`src/rtl/dac_update_sequencer.sv`:
```
// Shares the threshold-DAC serializer between software words and the shadow-config
// channel sequencer, and supervises the start/busy handshake with a timeout.
module dac_update_sequencer #(
  parameter int               N_CH        = 8,
  parameter int               DATA_W      = 16,
  parameter int               CMD_W       = 4,
  parameter logic [CMD_W-1:0] CMD_WRITE   = CMD_W'(3),
  parameter int               REFRESH_DIV = 1000000,
  parameter int               TIMEOUT     = 1023,
  parameter int               WORD_W      = CMD_W + 4 + DATA_W
) (
  input  logic                   clk,
  input  logic                   reset_n,
  input  logic [N_CH*DATA_W-1:0] cfg_data,
  input  logic                   load_all,
  input  logic                   sw_valid,
  input  logic [WORD_W-1:0]      sw_word,
  output logic                   sw_ready,
  output logic [WORD_W-1:0]      dac_word,
  output logic                   dac_start,
  input  logic                   dac_busy,
  output logic                   seq_active,
  output logic                   timeout_err,
  input  logic                   err_clear
);

  localparam int RW = (REFRESH_DIV > 1) ? $clog2(REFRESH_DIV) : 1;
  localparam int TW = (TIMEOUT > 0) ? $clog2(TIMEOUT + 1) : 1;
  localparam logic [RW-1:0] REF_LAST = RW'((REFRESH_DIV > 0) ? REFRESH_DIV - 1 : 0);
  localparam logic [TW-1:0] TMO_LAST = TW'(TIMEOUT);
  localparam logic [3:0]    IDX_LAST = 4'(N_CH - 1);

  typedef enum logic [1:0] {IDLE, ISSUE, WAIT_HI, WAIT_LO} state_t;

  state_t            state;
  logic [3:0]        index;
  logic              seq_pending;
  logic [RW-1:0]     refresh_cnt;
  logic [TW-1:0]     tmo_cnt;
  logic              prio_sw;
  logic              grant_sw;
  logic              refresh_wrap;
  logic [DATA_W-1:0] cfg_ch [16];

  // Padding unused channel slots lets the 4-bit index address the table directly.
  for (genvar g = 0; g < 16; g++) begin : g_ch
    if (g < N_CH) begin : g_used
      assign cfg_ch[g] = cfg_data[g*DATA_W +: DATA_W];
    end else begin : g_pad
      assign cfg_ch[g] = '0;
    end
  end

  assign refresh_wrap = (REFRESH_DIV > 0) && (refresh_cnt == REF_LAST);

  always_ff @(posedge clk or negedge reset_n) begin
    if (!reset_n) begin
      state       <= IDLE;
      dac_word    <= '0;
      dac_start   <= 1'b0;
      sw_ready    <= 1'b0;
      seq_active  <= 1'b0;
      timeout_err <= 1'b0;
      seq_pending <= 1'b0;
      index       <= '0;
      refresh_cnt <= '0;
      tmo_cnt     <= '0;
      prio_sw     <= 1'b0;
      grant_sw    <= 1'b0;
    end else begin
      dac_start <= 1'b0;
      sw_ready  <= 1'b0;
      if (REFRESH_DIV > 0) refresh_cnt <= refresh_wrap ? '0 : refresh_cnt + 1'b1;

      case (state)
        IDLE: begin
          if (seq_pending && !seq_active) begin
            seq_active  <= 1'b1;
            index       <= '0;
            seq_pending <= 1'b0;
          end
          // Priority pointer flips on every grant so contention alternates.
          if (sw_valid && (!seq_active || prio_sw)) begin
            grant_sw <= 1'b1;
            prio_sw  <= ~prio_sw;
            state    <= ISSUE;
          end else if (seq_active) begin
            grant_sw <= 1'b0;
            prio_sw  <= ~prio_sw;
            state    <= ISSUE;
          end
        end
        ISSUE: begin
          dac_word  <= grant_sw ? sw_word : {CMD_WRITE, index, cfg_ch[index]};
          dac_start <= 1'b1;
          sw_ready  <= grant_sw;
          tmo_cnt   <= '0;
          state     <= WAIT_HI;
        end
        WAIT_HI: begin
          if (dac_busy) begin
            tmo_cnt <= '0;
            state   <= WAIT_LO;
          end else if (tmo_cnt == TMO_LAST) begin
            timeout_err <= 1'b1;
            state       <= IDLE;
            if (!grant_sw) begin
              seq_active <= 1'b0;
              index      <= '0;
            end
          end else begin
            tmo_cnt <= tmo_cnt + 1'b1;
          end
        end
        WAIT_LO: begin
          if (!dac_busy) begin
            state <= IDLE;
            if (!grant_sw) begin
              if (index == IDX_LAST) begin
                seq_active <= 1'b0;
                index      <= '0;
              end else begin
                index <= index + 1'b1;
              end
            end
          end else if (tmo_cnt == TMO_LAST) begin
            timeout_err <= 1'b1;
            state       <= IDLE;
            if (!grant_sw) begin
              seq_active <= 1'b0;
              index      <= '0;
            end
          end else begin
            tmo_cnt <= tmo_cnt + 1'b1;
          end
        end
        default: state <= IDLE;
      endcase

      // New requests outrank the clear from a sequence start so none is lost.
      if (load_all || refresh_wrap) seq_pending <= 1'b1;
      if (err_clear) timeout_err <= 1'b0;
    end
  end

endmodule

```
`config.mk`:
```
export PLATFORM = sky130hd
export DESIGN_NAME = dac_update_sequencer
export DESIGN_NICKNAME = d
export VERILOG_FILES = /design/src/rtl/dac_update_sequencer.sv
export SDC_FILE = /design/constraint.sdc
export NUM_CORES = 1
export LEC_CHECK = 0
export CAP_MARGIN = 20
export CORE_MARGIN = 2
export CORE_UTILIZATION = 43
export DETAILED_ROUTE_END_ITERATION = 8
export GPL_TIMING_DRIVEN = 1
export PLACE_DENSITY = 0.91
export SLEW_MARGIN = 10
export SYNTH_ARGS = -nofsm -noshare
export SYNTH_HDL_FRONTEND = slang
export SYNTH_SLANG_ARGS = --single-unit
```
`constraint.sdc`:
```
create_clock -name clk -period 2.18 [get_ports clk]
set_input_delay 0.218 -clock clk [delete_from_list [all_inputs] [get_ports clk]]
set_output_delay 0.218 -clock clk [all_outputs]
set_load 0.01 [all_outputs]
```
==> flow_summary_export.csv <==
group,metric,value,unit
routing,via_count,4386,
final_layout,final_util,66.68,%
timing,setup_viol,0,
setup_path,end_kind,"flip-flop",
setup_path,worst_path_max_delay_cell,"o41ai_1",
logic_synthesis,ys_seq_elements,67,
clock_tree,cts_max_path_buffers,2,
final_layout,multi_input_area,2386,µm²
logic_synthesis,synth-edff-count,0,
placed_design,place_area,6285,µm²
timing,slew_viol_final,0,
clock_tree,post_cts_resized,0,
final_layout,final_area,6457,µm²
floorplanning,core,9684,µm²
timing,worst_clock_skew,11.52,ps
grt,grt_pass1_vias,4326,
logic_synthesis,synth_seq_area_share,39.30,%
floorplanning,ios,186,
clock_tree,cts_tree,"done",
placed_design,dp_slack,52.57,ps
placed_design,dp_hpwl,11120,µm
logic_synthesis,synth_area_per_cell,9.398,µm²
timing,worstMarginPinSlew,517.3,ps
clock_tree,postCtsSetupBuffers,0,
final_layout,layout.nets,795,
setup_path,crit_family,"compound AO/OA/AOI/OAI gates",
final_layout,area_growth,51.35,%
setup_path,r2r-start,"tmo_cnt[0]",
timing,period_needed,1876,ps
floorplanning,dieArea,10740,µm²
floorplanning,num_rows,36,
placed_design,dp.cells,755,
setup_path,reg2reg_to,"index[2]",
routing,wl_per_cell,18.48,µm
timing,setup_ws,303.7,ps
setup_path,crit_path_max_fanout,7,
setup_path,path_cells,"ha_1 -> nand3_1 -> or2_2 -> o41ai_1 -> a221oi_1",
power_and_ir_drop,worst_ir_drop_vdd,0.0005560,V
power_and_ir_drop,p_leak,2.552,nW
routing,first_iter_violations,334,
grt,grt_usage,26.35,%
grt,grt_max_degree,47,
timing,maxSlewHeadroom,65.51,%
power_and_ir_drop,power.density,915.0,nW/µm²
final_layout,drive_gt1_share,5.956,%
floorplanning,die_h,103.6,µm
setup_path,reg2reg_slack,300,ps
routing,drtPass1Iterations,5,
timing,fin_crit_sh,86.07,%
logic_synthesis,synth_flop_cell,"dfrtp_1",
logic_synthesis,yosys_warnings,0,
floorplanning,start_util,44.06,%
logic_synthesis,ys_types,51,
status,status,"completed",
placed_design,port_buffers,185,
clock_tree,clk_pin_slew_worst_paths,70,ps
logic_synthesis,syn-cell-area,4267,µm²
job,maxCapViolCount,0,
logic_synthesis,synthCells,454,
grt,antenna_found_initial,1,
setup_path,crit_buf_inv,0,
routing,via_per_inst,5.681,
clock_tree,clkSinkCount,67,
clock_tree,cts_max_level,3,
clock_tree,clkLatencyLatePin,350,ps
timing,fmax,533.0,MHz
timing,finalHoldViolCount,0,
routing,antenna_left,0,
setup_path,cpPeakStageDelay,420,ps
setup_path,crit_path_start_kind,"flip-flop",
clock_tree,cts_hold_buf,1,
timing,rsz0062_at_grt,"no",
setup_path,cp.arrival,2080,ps
clock_tree,cts_made_buffers,9,
logic_synthesis,synthArstFlopShare,100.0,%
final_layout,regArea,1680,µm²
grt,grt_overflow,0,
logic_synthesis,synthesis.nets,615,
setup_path,reg2reg_depth,5,
floorplanning,fp.dieW,103.6,µm
hold_path,hold_path_class,"in -> async",
setup_path,criticalPathCategory,"reg -> reg",
final_layout,stdcell_count,772,
routing,drc,0,
timing,fin_tns_setup,0,ps
routing,routed_wl,14270,µm
placed_design,gp_congestion,0.9688,
clock_tree,cts_root_buffer,"clkbuf_8",
final_layout,nFillCells,747,
setup_path,crit_required,2380,ps
grt,grt_pass1_wl,22730,µm
per-stage QoR:
stage / hold slack [ps] / power, W
6_report: 387.7 / 0.005909
2_1_floorplan: -77.59 / 0.003705
5_1_grt: 389.2 / 0.006300
4_1_cts: 388.4 / 0.005933
3_5_place_dp: 226.8 / 0.005037
3_3_place_gp: 209.7 / 0.004905
cell type report:
type                       count  area share, %
antenna                        1        0.03875
clock buffer                  12          2.248
clock inverter                 3         0.2325
inverter                      14         0.8138
multi-input combinational    339          36.95
sequential                    67          26.02
tap                          133          2.577
timing repair buffer         203          31.12
per-layer routing:
metal / vias up / global-route usage, % / routed length [µm] / share of wire (%)
met5: - / 0 / 0 / 0
met1: 2114 / 31.09 / 5693 / 40
met3: 37 / 7.741 / 931 / 6.5
met2: 168 / 45.08 / 7211 / 51
li1: 2067 / - / - / -
met4: 0 / 10.62 / 431 / 3.0
registers in the layout (all words and copies together), names as in the netlist, 2 cells and up:
signal	count
state	2
dac_word	24
tmo_cnt	10
refresh_cnt	20
index	4
worst max-delay path by stage:
stage                    start          to  cells past startpoint
detailed placement    dac_busy  tmo_cnt[3]                      5
global route        tmo_cnt[0]    index[2]                      5
CTS                 tmo_cnt[0]  tmo_cnt[3]                      6
global placement      dac_busy  tmo_cnt[3]                      5
finish              tmo_cnt[0]    index[2]                      5
floorplan             state[0]  tmo_cnt[5]                      7
worst register-to-register path, delay by kind of cell (launching register included):
kind / cells / cell delay (ps)
compound gates: 2 / 580
fa+ha+maj: 1 / 180
flops: 1 / 410
simple gates: 2 / 570
Yosys cell counts, types with 14 or more instances:
master / number / area, µm²
o21ai_0: 16 / 80.08
a32oi_1: 17 / 148.9
nand3_1: 14 / 70.07
a22oi_1: 32 / 240.2
inv_1: 14 / 52.55
a21oi_1: 38 / 190.2
nor2_1: 35 / 131.4
mux2i_1: 70 / 700.7
dfrtp_1: 67 / 1677
clkbuf_1: 23 / 86.33
nand2_1: 14 / 52.55
placed cells by master (no fill, tap or decap), types with 3 or more instances in the layout:
| cell | n |
|---|---|
| clkinv_2 | 3 |
| a22oi_1 | 32 |
| clkdlybuf4s50_1 | 184 |
| nor4_1 | 3 |
| xnor2_1 | 6 |
| xor2_1 | 8 |
| or4_1 | 8 |
| a32oi_1 | 17 |
| ha_1 | 3 |
| inv_1 | 14 |
| nor2b_1 | 4 |
| or2_2 | 4 |
| nand2_1 | 14 |
| nand4_1 | 7 |
| mux2i_1 | 70 |
| and2_1 | 5 |
| a31oi_1 | 5 |
| a21oi_1 | 38 |
| clkbuf_8 | 10 |
| o21ai_0 | 16 |
| nand3_1 | 14 |
| buf_4 | 15 |
| o31ai_1 | 8 |
| nor2_1 | 35 |
| and3_1 | 3 |
| dfrtp_1 | 66 |
| or3_1 | 5 |
| nor3_1 | 5 |
power by group:
part,switching (W),leakage (nW),total (W),internal (W)
Sequential,0.000326,0.832,0.00191,0.00158
Clock,0.000449,0.0860,0.000881,0.000432
Combinational,0.00153,1.63,0.00312,0.00159
logic make-up (layout without fill, tap and decap cells):
group,Yosys count,count (layout),share of synthesized area (%)
AO/OA/AOI/OAI,132,132,20.76
XOR/XNOR,14,14,2.874
adder cells (fa/ha/maj),3,3,0.8799
buffers and inverters,48,232,4.956
flip-flops,67,67,39.30
multiplexers,70,70,16.42
other,0,1,0
AND/OR/NAND/NOR,120,120,14.81
(Power assumes the default switching activity.)
